--- config.mk ---
export PLATFORM = sky130hd
export DESIGN_NAME = int_to_float_converter
export DESIGN_NICKNAME = d
export VERILOG_FILES = /design/src/rtl/float_pkg.sv /design/src/rtl/float_round_rne.sv /design/src/rtl/int_to_float_converter.sv
export SDC_FILE = /design/constraint.sdc
export NUM_CORES = 1
export LEC_CHECK = 0
export BUFFER_PORTS_ARGS = -buffer_cell sky130_fd_sc_hd__buf_4
export CAP_MARGIN = 20
export CORE_MARGIN = 2
export CORE_UTILIZATION = 64
export DETAILED_ROUTE_END_ITERATION = 8
export GPL_ROUTABILITY_DRIVEN = 0
export PLACE_DENSITY = 0.87
export REMOVE_ABC_BUFFERS = 1
export SLEW_MARGIN = 10
export SYNTH_ARGS = -nofsm -noshare
export SYNTH_HDL_FRONTEND = slang
export SYNTH_SLANG_ARGS = --single-unit
--- constraint.sdc ---
create_clock -name clk -period 4.9 [get_ports clk]
set_input_delay 0.245 -clock clk [delete_from_list [all_inputs] [get_ports clk]]
set_output_delay 0.245 -clock clk [all_outputs]
set_load 0.005 [all_outputs]
--- src/rtl/float_pkg.sv ---
// Shared constants and FSM state encoding for the float datapath
// (int-to-float converter and the float multiplier path).
package float_pkg;

  localparam int FP_BIAS   = 127;
  localparam int FP_EXP_W  = 8;
  localparam int FP_FRAC_W = 23;

  typedef enum logic [1:0] {
    ST_IDLE  = 2'd0,
    ST_NORM  = 2'd1,
    ST_ROUND = 2'd2,
    ST_DONE  = 2'd3
  } state_e;

endpackage

--- src/rtl/float_round_rne.sv ---
// Round-to-nearest-even of a normalised magnitude into packed exp/frac.
// The hidden bit is implicit; a frac carry ripples into the exponent.
module float_round_rne
  import float_pkg::*;
(
  input  logic [30:0]                   mag_i,
  input  logic [FP_EXP_W-1:0]           exp_i,
  output logic [FP_EXP_W+FP_FRAC_W-1:0] packed_o
);

  logic [FP_FRAC_W-1:0] frac;
  logic                 guard;
  logic                 sticky;
  logic                 inc;

  always_comb begin
    frac     = mag_i[30:8];
    guard    = mag_i[7];
    sticky   = |mag_i[6:0];
    inc      = guard && (sticky || frac[0]);
    // Adding across the exp/frac boundary handles the all-ones carry.
    packed_o = {exp_i, frac} + {{(FP_EXP_W+FP_FRAC_W-1){1'b0}}, inc};
  end

endmodule

--- src/rtl/int_to_float_converter.sv ---
// Iterative 32-bit integer to IEEE-754 single converter.
// Normalises one bit per clock, then rounds to nearest-even.
module int_to_float_converter
  import float_pkg::*;
#(
  parameter bit SIGNED_IN = 1'b1,
  parameter int BIAS      = FP_BIAS
) (
  input  logic        clk,
  input  logic        rst,
  input  logic        in_valid,
  output logic        in_ready,
  input  logic [31:0] in_data,
  output logic        out_valid,
  input  logic        out_ready,
  output logic [31:0] out_data
);

  localparam logic [FP_EXP_W-1:0] EXP_INIT = FP_EXP_W'(BIAS + 31);

  state_e              state_q, state_d;
  logic                sign_q, sign_d;
  logic [31:0]         mag_q, mag_d;
  logic [FP_EXP_W-1:0] exp_q, exp_d;
  logic [31:0]         out_data_q, out_data_d;

  logic                neg_in;
  logic [31:0]         abs_in;
  logic [30:0]         rnd_packed;

  float_round_rne u_round (
    .mag_i    (mag_q[30:0]),
    .exp_i    (exp_q),
    .packed_o (rnd_packed)
  );

  // 0x8000_0000 negates to itself, which is the correct magnitude.
  assign neg_in = SIGNED_IN && in_data[31];
  assign abs_in = neg_in ? (32'd0 - in_data) : in_data;

  always_comb begin
    state_d    = state_q;
    sign_d     = sign_q;
    mag_d      = mag_q;
    exp_d      = exp_q;
    out_data_d = out_data_q;
    unique case (state_q)
      ST_IDLE: begin
        if (in_valid) begin
          sign_d = neg_in;
          mag_d  = abs_in;
          exp_d  = EXP_INIT;
          if (abs_in == 32'd0) begin
            sign_d     = 1'b0;
            out_data_d = 32'h0000_0000;
            state_d    = ST_DONE;
          end else begin
            state_d = ST_NORM;
          end
        end
      end
      ST_NORM: begin
        if (!mag_q[31]) begin
          mag_d = {mag_q[30:0], 1'b0};
          exp_d = exp_q - 8'd1;
        end else begin
          state_d = ST_ROUND;
        end
      end
      ST_ROUND: begin
        out_data_d = {sign_q, rnd_packed};
        state_d    = ST_DONE;
      end
      ST_DONE: begin
        if (out_ready) state_d = ST_IDLE;
      end
      default: state_d = ST_IDLE;
    endcase
  end

  always_ff @(posedge clk or posedge rst) begin
    if (rst) begin
      state_q    <= ST_IDLE;
      sign_q     <= 1'b0;
      mag_q      <= 32'd0;
      exp_q      <= '0;
      out_data_q <= 32'h0000_0000;
    end else begin
      state_q    <= state_d;
      sign_q     <= sign_d;
      mag_q      <= mag_d;
      exp_q      <= exp_d;
      out_data_q <= out_data_d;
    end
  end

  assign in_ready  = (state_q == ST_IDLE);
  assign out_valid = (state_q == ST_DONE);
  assign out_data  = out_data_q;

endmodule

==> run_results.csv <==
group,metric,value,unit
worst_setup_path,r2r_cells,8,
worst_setup_path,r2r_end,"exp_q[5]",
placed_design,port_buffers,69,
route,first_pass_iters,6,
outcome,status,"complete, no violations",
synthesis,synthFlopType,"dfrtp_1",
synthesis,post-synth-top-area-fraction,0.348,
clock_network,htreeDepth,3,
floorplanning,die_y,95.8,um
synthesis,yosys_warnings,0,
synthesis,synthSimpleGateAreaFrac,0.216,
power,peakVddDrop,0.312,mV
worst_setup_path,worstPathMaxFanout,29,
sta,drv_slew,0,
route,drtAntennaViolNets,0,
synthesis,synth_compound_area_frac,0.233,
clock_network,cts_buffers,9,
clock_network,cts.clk_slew.worst_paths,90,ps
synthesis,yosys.area_share.xor_xnor,0.104,
synthesis,synth_top_family_by_area,"compound AO/OA/AOI/OAI gates",
power,powerDensity,527,nW/um^2
sta,fin_crit_sh,0.747,
route,viasPerCell,6.39,
worst_setup_path,crit_path_start_kind,"input pin",
route,drt-total-wl,13500,um
route,drc,0,
worst_setup_path,path_class,"in -> reg",
synthesis,syn_inst,618,
floorplanning,start_util,0.660,
floorplanning,rows,33,
synthesis,syn_area,5400,um^2
grt,antenna_found_initial,0,
clock_network,holdBufCountCts,0,
route,wl_per_cell,17.4,um
route,num_vias,4942,
sta,setup_viol,0,
layout,synthToLayoutAreaGrowth,12.2,%
power,cellLeakagePower,0.00253,uW
worst_setup_path,r2r_setup_slack,1380,ps
floorplanning,coreArea,8180,um^2
layout,drive_gt1_frac,0.204,
clock_network,cts_max_path_buffers,2,
grt,grt_overflow,0,
sta,finalWorstSetupSlack,1240,ps
clock_network,cts_tree,"done",
sta,worstMarginPinSlew,1040,ps
layout,n_antenna_cell,0,
worst_setup_path,crit_required,5080,ps
placed_design,dp_slack,983,ps
synthesis,synth_seq_cells,75,
grt,grt_pass1_wl,21600,um
route,dr.first_iter.drc_count,486,
synthesis,synth_fa_ha_area_frac,0.0209,
grt,grt_pass1_vias,4468,
sta,hold_viol_final,0,
sta,rsz0062_at_grt,"false",
clock_network,root_buffer,"clkbuf_8",
clock_network,cts_setup_buffers,0,
sta,max_slew_margin,0.310,
layout,nets,708,
grt,grt_usage,0.305,
synthesis,synth_edf_count,0,
worst_setup_path,r2r-start,"state_q[1]",
synthesis,yosys.area.top_type,"dfrtp_1",
hold_path,hold_path_class,"in -> async",
sta,fin_tns_setup,0,ps
clock_network,clock_latency,360,ps
sta,clock_skew,19.7,ps
clock_network,clock-sinks,75,
worst_setup_path,worstPathArrival,3840,ps
floorplanning,die_area,9180,um^2
grt,grt_max_degree,76,
clock_network,cts_resized,0,
synthesis,synth.avg_cell_area,8.73,um^2
synthesis,synth_area_leaders,"dfrtp_1 35%, o22ai_2 7.0%, xor2_1 6.7%",
job,cap_violations,0,
placed_design,dp_hpwl,9480,um
synthesis,ys_seq_area_frac,0.348,
synthesis,async_flop_share,1.00,
floorplanning,dieWidth,95.8,um
synthesis,synth_most_common_cell,"dfrtp_1",
synthesis,synthTopCellsByCount,"75 x dfrtp_1, 72 x nand2_1, 46 x inv_1",
synthesis,muxShareOfSynthArea,0.00927,
sta,min_period,3660,ps
synthesis,synthDistinctLibCells,60,
floorplanning,io_pins,70,
worst_setup_path,end_kind,"flip-flop",
layout,fin_util,0.741,
sta,max_freq,0.273,GHz
## worst max path at each step
stage / slack, ps / endpoint / start
6_report: 1240 / out_data[17] / in_data[4]
5_1_grt: 870 / out_data[18] / in_data[4]
4_1_cts: 1300 / out_data[17] / in_data[4]
3_5_place_dp: 980 / out_data[7] / in_data[4]
3_3_place_gp: 1200 / out_data[4] / in_data[4]
2_1_floorplan: 970 / exp_q[6] / state_q[1]
## critical path, stage by stage
cell      delay, ps
buf_4           140
nor3_1          630
nand3_1         560
or3_1           530
o31ai_1         330
o21ai_0         130
nand4b_1        250
o31ai_4         360
buf_4           510
o22ai_2         130
## power breakdown
part / switching [uW] / internal [uW]
clock network: 269 / 192
logic: 818 / 731
registers: 282 / 899
## layout by cell type (no fill, tap or decap), types with 4 or more instances in the layout
| master | count |
|---|---|
| or2_2 | 5 |
| xor2_1 | 41 |
| a31oi_1 | 4 |
| buf_4 | 72 |
| o21ai_0 | 34 |
| a211oi_1 | 4 |
| o31ai_1 | 8 |
| a21oi_1 | 13 |
| nand4_1 | 11 |
| o41ai_1 | 5 |
| inv_1 | 45 |
| or3_1 | 9 |
| mux2i_1 | 5 |
| nor3_1 | 16 |
| o22ai_1 | 4 |
| dfrtp_1 | 75 |
| o21a_1 | 10 |
| or4_1 | 7 |
| and2_1 | 4 |
| ha_1 | 8 |
| nor2b_1 | 4 |
| o22a_1 | 7 |
| and3_1 | 14 |
| o221ai_1 | 10 |
| xnor2_1 | 23 |
| o22ai_2 | 30 |
| nor4_1 | 8 |
| nor2_1 | 34 |
| clkbuf_8 | 9 |
| nand2_1 | 72 |
| nand3_1 | 21 |
## sequential cells by signal (all words and copies together) (netlist names)
signal    count
mag_q        32
state_q       2
out_data     32
sign_q        1
exp_q         8
## metrics by stage
stage	instance area [um^2]	power, uW	cells	hold WS, ps
6_report	6060	3190	773	161
3_5_place_dp	5870	2720	757	478
3_3_place_gp	5870	2630	757	470
5_1_grt	6060	3420	773	253
2_1_floorplan	5200	2170	580	439
4_1_cts	6060	3180	773	219
## logic make-up after synthesis
kind of cell | count (synthesis)
simple gates | 226
compound gates | 155
buf+inv | 84
flops | 75
xor+xnor | 64
fa+ha+maj | 9
mux | 5
## final cells by class
class | count | area [um^2]
multi-input combinational | 459 | 3150
fill | 612 | 2120
tap | 105 | 131
clock buffer | 9 | 124
timing repair buffer | 72 | 541
sequential | 75 | 1880
clock inverter | 7 | 57.6
inverter | 46 | 173
## metal layers
metal	vias up	GRT usage	wire, um
met3	44	0.0486	1020
li1	2313	-	-
met5	-	0	0
met2	256	0.506	6440
met4	0	0.131	425
met1	2329	0.395	5590
No activity file was read; power rests on OpenSTA's default activity.
